==> config.mk <==
export PLATFORM = sky130hd
export DESIGN_NAME = aes_round_sequencer
export DESIGN_NICKNAME = d
export VERILOG_FILES = /design/src/rtl/aes_ctrl_pkg.sv /design/src/rtl/aes_round_counter.sv /design/src/rtl/aes_round_sequencer.sv
export SDC_FILE = /design/constraint.sdc
export NUM_CORES = 1
export LEC_CHECK = 0
export CAP_MARGIN = 20
export CORE_MARGIN = 10
export CORE_UTILIZATION = 45
export CTS_CLUSTER_DIAMETER = 150
export DETAILED_ROUTE_END_ITERATION = 16
export PLACE_DENSITY = 0.69
export SYNTH_ARGS = -nofsm -noshare
export SYNTH_HDL_FRONTEND = slang
export SYNTH_SLANG_ARGS = --single-unit
==> constraint.sdc <==
create_clock -name Clk -period 5.11 [get_ports Clk]
set_input_delay 1.022 -clock Clk [delete_from_list [all_inputs] [get_ports Clk]]
set_output_delay 1.022 -clock Clk [all_outputs]
set_load 0.005 [all_outputs]
==> src/rtl/aes_ctrl_pkg.sv <==
// Shared constants and state encoding for the AES round control path.
package aes_ctrl_pkg;

  typedef enum logic [2:0] {
    ST_IDLE,
    ST_LOAD,
    ST_INIT_ARK,
    ST_SUB,
    ST_SHIFT,
    ST_MIX,
    ST_ARK,
    ST_DONE
  } state_t;

  localparam int NR128 = 10;
  localparam int NR192 = 12;
  localparam int NR256 = 14;

  localparam int SBOX_CYCLES_DEF = 4;

  localparam logic ENCRYPT = 1'b1;

endpackage

==> src/rtl/aes_round_counter.sv <==
// Round counter (0..NR, saturating at NR) plus S-box column sub-counter
// that cycles 0..SBOX_CYCLES-1 while the SubBytes step is running.
module aes_round_counter
  import aes_ctrl_pkg::*;
#(
  parameter int NR          = NR128,
  parameter int SBOX_CYCLES = SBOX_CYCLES_DEF
) (
  input  logic                     Clk,
  input  logic                     Rst,
  input  logic                     i_clear,
  input  logic                     i_round_inc,
  input  logic                     i_col_run,
  output logic [$clog2(NR+1)-1:0]  o_round,
  output logic                     o_round_last,
  output logic [1:0]               o_col,
  output logic                     o_col_last
);

  localparam int RW = $clog2(NR + 1);
  localparam logic [RW-1:0] ROUND_LAST = RW'(NR);
  localparam logic [1:0]    COL_LAST   = 2'(SBOX_CYCLES - 1);

  logic [RW-1:0] r_round;
  logic [1:0]    r_col;

  // NOTE: sequential state uses non-blocking assignments only, so every
  // register samples the pre-edge values of its neighbours.
  always_ff @(posedge Clk) begin
    if (Rst || i_clear) begin
      r_round <= '0;
    end else if (i_round_inc && !o_round_last) begin
      r_round <= r_round + RW'(1);
    end
  end

  // Column index restarts at 0 on every entry into SubBytes.
  always_ff @(posedge Clk) begin
    if (Rst || !i_col_run || o_col_last) begin
      r_col <= '0;
    end else begin
      r_col <= r_col + 2'd1;
    end
  end

  assign o_round      = r_round;
  assign o_round_last = (r_round == ROUND_LAST);
  assign o_col        = r_col;
  assign o_col_last   = (r_col == COL_LAST);

endmodule

==> src/rtl/aes_round_sequencer.sv <==
// Iterative AES round scheduler: walks the shared datapath through the
// encrypt or decrypt round sequence and holds the result until acknowledged.
module aes_round_sequencer
  import aes_ctrl_pkg::*;
#(
  parameter int NR          = NR128,
  parameter int SBOX_CYCLES = SBOX_CYCLES_DEF
) (
  input  logic                     Clk,
  input  logic                     Rst,
  input  logic                     i_Start,
  input  logic                     i_Mode,
  input  logic                     i_KeyValid,
  input  logic                     i_OutAck,
  output logic                     o_Busy,
  output logic                     o_OutValid,
  output logic                     o_LoadState,
  output logic                     o_SubEn,
  output logic [1:0]               o_SubCol,
  output logic                     o_ShiftEn,
  output logic                     o_MixEn,
  output logic                     o_AddKeyEn,
  output logic                     o_InvSel,
  output logic [$clog2(NR+1)-1:0]  o_RoundKeyAddr
);

  localparam int RW = $clog2(NR + 1);

  state_t        r_state;
  state_t        w_next;
  logic          r_mode;
  logic          r_busy;
  logic          r_out_valid;
  logic          r_load;
  logic          r_sub_en;
  logic          r_shift_en;
  logic          r_mix_en;
  logic          r_add_key_en;

  logic [RW-1:0] w_round;
  logic          w_round_last;
  logic [1:0]    w_col;
  logic          w_col_last;
  logic          w_enc;
  logic [1:0]    w_sub_col;
  logic          w_round_inc;

  assign w_enc = (r_mode == ENCRYPT);

  // Round number advances when leaving the initial key add and at the end of
  // each round: after ARK for encrypt, after MIX for decrypt.
  assign w_round_inc = (r_state == ST_INIT_ARK)
                    || (r_state == ST_ARK && w_enc && !w_round_last)
                    || (r_state == ST_MIX && !w_enc);

  aes_round_counter #(
    .NR          (NR),
    .SBOX_CYCLES (SBOX_CYCLES)
  ) u_round_counter (
    .Clk          (Clk),
    .Rst          (Rst),
    .i_clear      (r_state == ST_IDLE),
    .i_round_inc  (w_round_inc),
    .i_col_run    (r_state == ST_SUB),
    .o_round      (w_round),
    .o_round_last (w_round_last),
    .o_col        (w_col),
    .o_col_last   (w_col_last)
  );

  // NOTE: every variable driven here gets a default first, so no path
  // through the case can infer a latch.
  always_comb begin
    w_next = r_state;
    case (r_state)
      ST_IDLE:     if (i_Start && i_KeyValid) w_next = ST_LOAD;
      ST_LOAD:     w_next = ST_INIT_ARK;
      ST_INIT_ARK: w_next = w_enc ? ST_SUB : ST_SHIFT;
      ST_SUB:      if (w_col_last) w_next = w_enc ? ST_SHIFT : ST_ARK;
      ST_SHIFT:    w_next = !w_enc ? ST_SUB : (w_round_last ? ST_ARK : ST_MIX);
      ST_MIX:      w_next = w_enc ? ST_ARK : ST_SHIFT;
      ST_ARK:      w_next = w_round_last ? ST_DONE : (w_enc ? ST_SUB : ST_MIX);
      ST_DONE:     if (i_OutAck) w_next = ST_IDLE;
      default:     w_next = ST_IDLE;
    endcase
  end

  // Strobes are registered from the next state so they line up exactly with
  // r_state and with the counter values of the same cycle.
  always_ff @(posedge Clk) begin
    if (Rst) begin
      r_state      <= ST_IDLE;
      r_mode       <= ENCRYPT;
      r_busy       <= 1'b0;
      r_out_valid  <= 1'b0;
      r_load       <= 1'b0;
      r_sub_en     <= 1'b0;
      r_shift_en   <= 1'b0;
      r_mix_en     <= 1'b0;
      r_add_key_en <= 1'b0;
    end else begin
      if (r_state == ST_IDLE && i_Start && i_KeyValid) begin
        r_mode <= i_Mode;
      end
      r_state      <= w_next;
      r_busy       <= (w_next != ST_IDLE) && (w_next != ST_DONE);
      r_out_valid  <= (w_next == ST_DONE);
      r_load       <= (w_next == ST_LOAD);
      r_sub_en     <= (w_next == ST_SUB);
      r_shift_en   <= (w_next == ST_SHIFT);
      r_mix_en     <= (w_next == ST_MIX);
      r_add_key_en <= (w_next == ST_ARK) || (w_next == ST_INIT_ARK);
    end
  end

  // With two S-box strobes per step the datapath handles column pairs (0,1),(2,3).
  assign w_sub_col = (SBOX_CYCLES == 2) ? {w_col[0], 1'b0} : w_col;

  assign o_Busy         = r_busy;
  assign o_OutValid     = r_out_valid;
  assign o_LoadState    = r_load;
  assign o_SubEn        = r_sub_en;
  assign o_SubCol       = r_sub_en ? w_sub_col : 2'b00;
  assign o_ShiftEn      = r_shift_en;
  assign o_MixEn        = r_mix_en;
  assign o_AddKeyEn     = r_add_key_en;
  assign o_InvSel       = ~r_mode;
  assign o_RoundKeyAddr = r_add_key_en ? (w_enc ? w_round : RW'(NR) - w_round) : '0;

endmodule

Yosys cells after proc, flatten, opt, wreduce, memory -nomap -nowiden
Cells that the tools add are included.

word-level totals
  bits of input ports = 6
  bits in registers = 17
  output and inout port bits = 14

operators by class
  reduce and logical (&&, ||, !) cells = 19
  mux-type cells = 14
  add/subtract/negate cells = 3
  bitwise operators = 1
  eq/ne operators = 17

operators with widths
  operator               number
  $eq A3 B3 Y1 const B   8
  $pmux W3 S8            1
  $mux W3                7
  $eq A3 B2 Y1 const B   4
  $logic_and A1 B1 Y1    8
  $mux W2                4
  $mux W4                2
  $eq A3 B1 Y1 const B   2
  $logic_or A1 B1 Y1     6
  $add A4 B1 Y4 const B  1
  $eq A4 B4 Y1 const B   1
  $sub A4 B4 Y4 const A  1
  $logic_not A1 Y1       3
  $logic_not A3 Y1       1
  $ne A3 B3 Y1 const B   1
  $reduce_bool A3 Y1     1
  $add A2 B1 Y2 const B  1
  $eq A2 B2 Y1 const B   1
  $not A1 Y1             1

Depth between registers and ports, before layout
  word-level depth = 6
  mapped depth = 7
  depth with buffers taken out = 7

Cells and area by module
Synthesis repeated with hierarchy kept, for this count alone.

unflattened totals
  cell total of the unflattened synthesis = 107
  area, all modules = 960.9 sq um

modules (own cells, without submodules)
  module               area an instance (sq um)  times used  cells an instance  seq. area each (sq um)
  aes_round_sequencer  671.9                     1           79                 220.2
  aes_round_counter    289.0                     1           28                 120.1

Worst setup path before layout
Ideal clock, no wire load.

  kind = input to register
  start point = input port i_OutAck
  end point = register r_sub_en (netlist: o_SubEn)
  setup slack = 2.910 ns
  setup time = 0.065 ns
  stages on the path = 5
  arrival = 2.135 ns
  buffers on the path = 0
  path through = a21bo_2 > o21a_1 > o31ai_4 > or3b_1 > nor2b_1

on the way
  longest elaborated chain between the ends = 3

RTL lines
  element                 RTL line                    source
  start: declaration      aes_round_sequencer.sv:14   input logic i_OutAck,
  $mux W3                 aes_round_sequencer.sv:83   ST_DONE: if (i_OutAck) w_next = ST_IDLE;
  $pmux W3 S8             aes_round_sequencer.sv:75   case (r_state)
  $eq A3 B2 Y1            aes_round_sequencer.sv:109  r_sub_en <= (w_next == ST_SUB);
  end signal: assignment  aes_round_sequencer.sv:109
  end: declaration        aes_round_sequencer.sv:35   logic r_sub_en;

Every way passes these cells.
A chain may end at the register's enable or synchronous reset.

Worst setup path after layout
  start point = register r_mode
  end point = output port o_RoundKeyAddr[2]

on the way
  longest elaborated chain between the ends = 2

RTL lines
  element                   RTL line                    source
  start: declaration        aes_round_sequencer.sv:31   logic r_mode;
  start signal: assignment  aes_round_sequencer.sv:103  r_mode <= i_Mode;
  $mux W4 (2 in a row)      aes_round_sequencer.sv:128  assign o_RoundKeyAddr = r_add_key_en ? (w_enc ? w_round : RW'(NR) - w_round) : '0;
  end: declaration          aes_round_sequencer.sv:24   output logic [$clog2(NR+1)-1:0] o_RoundKeyAddr

Every way passes these cells.

==> results by stage <==
Critical path:
- The worst-path cell with the longest stage delay is sky130_fd_sc_hd__dfxtp_1.
- The total buffers and inverters traversed by the critical path is 2.
- The nature of the critical path startpoint is a flop.
- The worst setup path is captured at an output port.
- The data required time at the worst endpoint is between 4000 and 5000 ps.
- The worst setup path startpoint is r_mode.
- Data on the critical path arrives at its endpoint at 1830 ps.
- For this run, the slowest stage of the critical path takes 510 ps.
- The largest fanout of any net on the critical path is 8.
- The worst register-to-register path begins at r_state[1].
- Traced cell by cell, the critical path runs through inv_1, nand2_1, xnor2_1, and2_1, clkdlybuf4s50_1.
- The critical path class is reg -> out.
- In this design, the largest share of critical-path delay is due to buffers and inverters.

Place:
- Detailed placement finished with a half-perimeter wire length of approximately 1500 um.
- The number of placed cells counting well taps is ~140.
- Input and output buffers added on the ports amount to 19.
- The congestion estimate from routability-driven global placement came to between 0.7 and 0.8.
- The worst setup timing slack at the placement stage is 2351 ps.
- The placed instances occupy a cell area of ~1100 sq um.

Timing:
- The final critical path takes up a little under three fifths of the cycle.
- The worst slew margin relative to its limit is a little over two thirds.
- The final count of hold timing violations came to 0.
- The final critical delay including setup and external delays is 2850 ps.
- Setup violations remaining at the end of the flow were counted as 0.
- On the final layout, the worst clock skew is roughly 3.5 ps.
- The final setup TNS is 0 ps.
- At the pin with the least slew margin, the transition time is around 450 ps.
- For this run, the top clock speed supported by timing is 350.9 MHz.
- The number of max-slew violations in the final report is 0.
- Once routing completed, OpenROAD measured the worst setup slack at between 2000 and 2500 ps.
- Setup repair after global routing left no endpoint under its margin.

Global routing:
- The wire length of the first global-routing pass is 3256 um.
- The via count of the first global-routing pass was just over 700.
- The total overflow left after global routing is 0.
- The largest net degree at the start of global routing is 15.
- The initial antenna violation count was 0.
- The total routing usage reported by global routing is 9.368%.

Synth:
- In this run the cell area of the synthesized design comes to 915.9 sq um.
- The synthesis warning total is 0.
- The number of synthesized register bits is 17.
- The total nets after synthesis is between 100 and 150.
- The fraction of synthesized cell area taken by the top area cell type is between 30% and 40%.
- The top cell type by total area after synthesis is sky130_fd_sc_hd__dfxtp_1.
- Each instance of the synthesized netlist takes up on average ~8.9 sq um.
- The number of different library cells used by synthesis comes to 39.
- The part of the Yosys area used for sequential elements is a little under two fifths.
- In the post-synthesis netlist, the biggest area contributors are sky130_fd_sc_hd__dfxtp_1, sky130_fd_sc_hd__nor2_1, sky130_fd_sc_hd__and2_1, sky130_fd_sc_hd__ha_1, sky130_fd_sc_hd__nor2b_1.
- The number of cells produced by synthesis is around 100.

Die:
- In this run the horizontal extent of the chip is between 60 and 70 um.
- The standard-cell row count is 16.
- The die span in y is about 65 um.
- The die outline area is ~4200 sq um.
- Once the floorplan was initialized, standard cells occupied 47.16% of the core.
- The number of ports placed on the die boundary is 20.
- In this run the standard cell core region covers approximately 2000 sq um.

Pwr:
- The analysis attributes to cell leakage a power of 0.4739 nW.
- For this design the total switching power over the nets is 0.07954 mW.
- In this run, flip-flops and latches consume roughly 54% of the power.
- Cell internal power was estimated by the tool at 0.1980 mW.
- The share of total power dissipated in combinational logic is about a fifth.
- The switching fraction of total power is roughly 29%.
- Total power for the finished layout comes to around 0.28 mW.
- The largest voltage drop on the vdd net is around 0.2 mV.
- Of the total power, the clock network draws between 20% and 30%.
- The cell area power density is ~240 nW/um^2.

Final layout:
- The leading cell type in the layout, fill and taps excluded is sky130_fd_sc_hd__clkdlybuf4s50_1.
- The post-synthesis to final-layout area growth is 24.18%.
- The number of antenna repair diodes is 0.
- Cells with a size suffix above 1 make up between 7 and 8% of the layout.
- Summing all non-filler instances in the final layout gives an area of 1137 sq um.
- For this run, the number of standard cells in the final layout without fillers is roughly 150.
- In the layout the commonest cells are sky130_fd_sc_hd__clkdlybuf4s50_1, sky130_fd_sc_hd__dfxtp_1, sky130_fd_sc_hd__nor2_1.
- In the final design database the tool counted approximately 130 nets.

Clock tree:
- The clock slew seen by the registers of the worst setup and hold paths is ~110 ps.
- CTS saw 17 sinks.
- The number of buffers created by CTS is 3.
- The setup fix buffers added after clock tree synthesis is 0.
- The clock tree from TritonCTS is yes.
- The clock passes through at most 2 buffers.
- In this run the number of H-tree levels came out at 1.
- The count of hold buffers inserted by post-cts repair is 0.
- The tree is rooted in a sky130_fd_sc_hd__clkbuf_4.
- Once the clock tree was built, the resizer swapped 0 gates to a different size.
- At the later pin of the worst-skew pair, clock insertion delay measures around 290 ps.

Drt:
- The routed layout has around 760 vias.
- The first TritonRoute pass finished after 4 iterations.
- The average routed wire per standard cell is roughly 13 um.
- The met2 wirelength from detailed routing is just under 900 um.
- The length of routed wiring on met1 is 852 um.
- After detailed routing, the total wire length is about 1900 um.
- The starting DRC count in detailed routing is 13.
- The DRC violations left is 0.
- The via density per instance is just over 5.
- Once detail routing completed, the nets flagged for antenna violations numbered 0.
- The top layer used by detailed routing is met4.
- The total met3 wirelength after detailed routing is about 160 um.

Hold path:
- The worst hold-check path type is reg -> reg.
- The startpoint identified for the worst hold timing path is u_round_counter.o_col[0].

Outcome:
- The flow ran to the end, and the final reports show no timing, DRC or antenna violations.

Run:
- Max-cap violations in this run came to 0.
## flip-flops by register name (all words and copies together), names as in the netlist
signal,count
r_mode,1
o_LoadState,1
o_OutValid,1
o_MixEn,1
u_round_counter.o_round,4
r_state,3
o_AddKeyEn,1
u_round_counter.o_col,2
o_SubEn,1
o_ShiftEn,1
o_Busy,1
## power groups by stage
stage          combinational [mW]  sequential [mW]  clock, mW
5_1_grt                    0.0602            0.151     0.0818
3_5_place_dp               0.0539            0.153          0
6_report                   0.0537            0.150     0.0743
3_3_place_gp               0.0530            0.152          0
2_1_floorplan              0.0397            0.147          0
4_1_cts                    0.0542            0.149     0.0751
## worst paths after layout
check	end	slack, ps	cells past startpoint
min	u_round_counter.o_col[0]	450	1
min reg2reg	u_round_counter.o_col[0]	450	1
max	o_RoundKeyAddr[2]	2260	5
max reg2reg	o_SubEn	3190	5
## per-layer routing
layer | GRT usage [%] | up-vias
li1 | - | 388
met1 | 10.62 | 346
met2 | 14.90 | 17
met3 | 3.729 | 5
met4 | 4.813 | 0
met5 | 0 | -
## Yosys cell counts
library cell                number
sky130_fd_sc_hd__dfxtp_1        17
sky130_fd_sc_hd__nor2_1         12
sky130_fd_sc_hd__and2_1          6
sky130_fd_sc_hd__nand2_1         5
sky130_fd_sc_hd__nor2b_1         5
sky130_fd_sc_hd__a21oi_1         4
sky130_fd_sc_hd__inv_1           4
sky130_fd_sc_hd__buf_2           3
sky130_fd_sc_hd__ha_1            3
sky130_fd_sc_hd__mux2i_1         3
sky130_fd_sc_hd__nor3_1          3
sky130_fd_sc_hd__o21ai_1         3
sky130_fd_sc_hd__xor2_1          3
sky130_fd_sc_hd__a211oi_1        2
sky130_fd_sc_hd__and3_1          2
sky130_fd_sc_hd__nand3_1         2
sky130_fd_sc_hd__or2_1           2
sky130_fd_sc_hd__or3b_1          2
sky130_fd_sc_hd__xnor2_1         2
sky130_fd_sc_hd__a211o_1         1
sky130_fd_sc_hd__a21bo_2         1
sky130_fd_sc_hd__a21o_1          1
sky130_fd_sc_hd__a221oi_1        1
sky130_fd_sc_hd__a311oi_1        1
sky130_fd_sc_hd__and4b_1         1
sky130_fd_sc_hd__buf_1           1
sky130_fd_sc_hd__buf_6           1
sky130_fd_sc_hd__inv_2           1
sky130_fd_sc_hd__nand2b_1        1
sky130_fd_sc_hd__nand3b_4        1
sky130_fd_sc_hd__nand4_1         1
sky130_fd_sc_hd__nand4bb_1       1
sky130_fd_sc_hd__nor3b_1         1
sky130_fd_sc_hd__o21a_1          1
sky130_fd_sc_hd__o21ai_0         1
sky130_fd_sc_hd__o311a_2         1
sky130_fd_sc_hd__o31ai_4         1
sky130_fd_sc_hd__or2b_1          1
sky130_fd_sc_hd__or4_1           1
## worst register-to-register path, delay by kind of cell (launching register included)
family / cells / cell delay, ps
flops: 1 / 580
compound gates: 3 / 770
simple gates: 2 / 520
## logic make-up (layout without fill, tap and decap cells)
| logic type | count (synthesis) | after routing | synth area share, % |
|---|---|---|---|
| multiplexers | 3 | 3 | 3.279 |
| AO/OA/AOI/OAI | 18 | 18 | 15.16 |
| AND/OR/NAND/NOR | 47 | 47 | 30.19 |
| XOR/XNOR | 5 | 5 | 4.782 |
| flip-flops | 17 | 17 | 37.16 |
| buffers and inverters | 10 | 28 | 5.326 |
| adder cells (fa/ha/maj) | 3 | 3 | 4.099 |
## final cells by class
type	instances	area (sq um)
inverter	5	18.77
tap	27	33.78
fill	198	804.5
clock buffer	3	22.52
multi-input combinational	76	526.8
timing repair buffer	19	190.2
clock inverter	1	5.005
sequential	17	340.3
## metrics by stage
| stage | utilization, % | hold WS, ps |
|---|---|---|
| 2_1_floorplan | - | 411.0 |
| 3_3_place_gp | 57.15 | 430.2 |
| 3_5_place_dp | 57.15 | 443.9 |
| 4_1_cts | 58.57 | 459.4 |
| 5_1_grt | 58.57 | 468.8 |
| 6_report | 58.57 | 450.1 |
Power figures use the tool's default switching activity.
==> RTL edit (same flow settings) <==
The 8 states of `state_t` get a one-hot encoding in 8 bits.
--- a/src/rtl/aes_ctrl_pkg.sv
+++ b/src/rtl/aes_ctrl_pkg.sv
@@ -3,11 +3,11 @@
 
-  typedef enum logic [2:0] {
-    ST_IDLE,
-    ST_LOAD,
-    ST_INIT_ARK,
-    ST_SUB,
-    ST_SHIFT,
-    ST_MIX,
-    ST_ARK,
-    ST_DONE
+  typedef enum logic [7:0] {
+    ST_IDLE     = 8'b00000001,
+    ST_LOAD     = 8'b00000010,
+    ST_INIT_ARK = 8'b00000100,
+    ST_SUB      = 8'b00001000,
+    ST_SHIFT    = 8'b00010000,
+    ST_MIX      = 8'b00100000,
+    ST_ARK      = 8'b01000000,
+    ST_DONE     = 8'b10000000
   } state_t;
Behaviour: no difference found for any inputs over 10 cycles, from zero or initial values and one cycle with Rst high; not proved beyond that.
==> RTL edit against the unedited design <==
Design area increased by 26%; utilization decreased by 1.4 points; synthesized area increased by 30%; sequential cell count rose by 5; setup slack lost 0.18 ns; register-to-register slack hardly changed; power increased by 33%; critical endpoint unchanged; wire length is 38% higher; non-clock buffer count is the same.
==> RTL edit: results (changes against the unedited design) <==
status - completed
Worst EP arrival - 2.01 ns (+0.18 ns)
final WL - 2.67 mm (+38%)
Rel. slew slack - 0.601 (-0.0973)
clk_lat worst skew - 0.32 ns (+0.03 ns)
DP HPWL - 2.04 mm (+40%)
Seq/Total Area, Yosys - 0.371 (-0.000668)
global-route wire length before repair - 4.51 mm (+39%)
CP max FO - 15 (+7)
nets - 163 (+24%)
Area contributors post-synth - dfxtp_1, mux2i_1, nor2_1
clock root cell - clkbuf_4
total vias in the final route - 1037 (+37%)
worst vdd ir - 0.253 mV (+27%)
Syn Nets - 147 (+31%)
Hold/Removal Path Class - reg2reg
Synth cell types - 43 (+10%)
Antenna Cells - 0 (unchanged)
met3 Usage GRT - 0.0482 (+0.0109)
clk_skew - 0.0135 ns (+0.0101 ns)
Largest Register - r_state
Leakage - 0.546 nW (+15%)
Total GRT Usage - 0.105 (+0.0109)
GR Layer Usage met2 - 0.161 (+0.0118)
Post-CTS Resized - 0 (unchanged)
gpl congestion - 0.837 (+16%)
1st-pass router iterations - 4 (unchanged)
vias in the first global route - 945 (+32%)
Synth top cells by count - dfxtp_1, nor2_1, nand2_1, a21oi_1
met1 usage - 0.129 (+0.0224)
Port Buffers - 19 (unchanged)
layout cells sized above 1 - 0.0523 (-0.0221)
postcts setup bufs - 0 (unchanged)
max reg flops - 8 (+4)
H-tree levels - 1 (unchanged)
initial DRC count - 73 (+60)
Async S/R FF share, synth - 0 (unchanged)
largest net degree at the start of global routing - 17 (+2)
Clk pin slew, worst setup/hold paths - 0.14 ns (+0.03 ns)
YS warnings - 0 (unchanged)
initial antenna violation count - 0 (unchanged)
RTL edit: changes by cell type after synthesis, sizes merged, moves of 4 or more:
cell and delta:
nand2b +5, nand2 +5, dfxtp +5, clkbuf +7, nor4 +4, buf -4
RTL edit: cell families (layout without fill, tap and decap cells):
logic type | Yosys count | in the layout | share of synthesized area
xor+xnor | 5 | 5 | 0.0369
simple gates | 65 | 65 | 0.321
compound gates | 25 | 25 | 0.149
flops | 22 | 22 | 0.371
mux | 5 | 5 | 0.0422
buf+inv | 13 | 28 | 0.0485
fa+ha+maj | 3 | 3 | 0.0316
RTL edit: stage by stage:
stage                     power, mW  setup WS [ns]  area, µm²   util  std cells
after floorplan               0.219           3.16       1190      -        138
after detailed placement      0.236           2.43       1380  0.551        179
final                         0.369           2.08       1430  0.572        183
after global routing          0.384           1.92       1430  0.572        183
after global placement        0.235           2.44       1380  0.551        179
after CTS                     0.371           2.06       1430  0.572        183
RTL edit: report_power, final:
part           switching, mW  internal, mW  total [mW]
logic                 0.0246        0.0233      0.0479
clock network         0.0570        0.0794       0.136
registers            0.00816         0.177       0.185
RTL edit: metal layers:
metal / part of all wire / vias up / wire [µm]
met2: 0.46 / 42 / 1230
met3: 0.085 / 4 / 226
li1: - / 521 / -
met4: 0.010 / 0 / 27
met5: 0 / - / 0
met1: 0.44 / 470 / 1190
RTL edit: layout make-up:
| cell class | count | area [µm²] |
|---|---|---|
| Clock buffer | 3 | 22.5 |
| Clock inverter | 1 | 30.0 |
| Fill cell | 231 | 1070 |
| Inverter | 5 | 18.8 |
| Multi-Input combinational cell | 103 | 689 |
| Sequential cell | 22 | 440 |
| Tap cell | 30 | 37.5 |
| Timing Repair Buffer | 19 | 190 |
RTL edit: worst max-delay path, stage by stage, from the launching register on:
cell	delay, ns
dfxtp_1	0.67
inv_1	0.17
nand2_1	0.11
xnor2_1	0.10
and2_1	0.13
clkdlybuf4s50_1	0.50
RTL edit: final timing paths:
kind	startpoint	endpoint	slack [ns]	cells after the start
min reg2reg	u_round_counter.o_col[0]	u_round_counter.o_col[0]	0.47	1
max reg2reg	r_state[2]	o_Busy	3.20	4
max	r_mode	o_RoundKeyAddr[2]	2.08	5
min	u_round_counter.o_col[0]	u_round_counter.o_col[0]	0.47	1
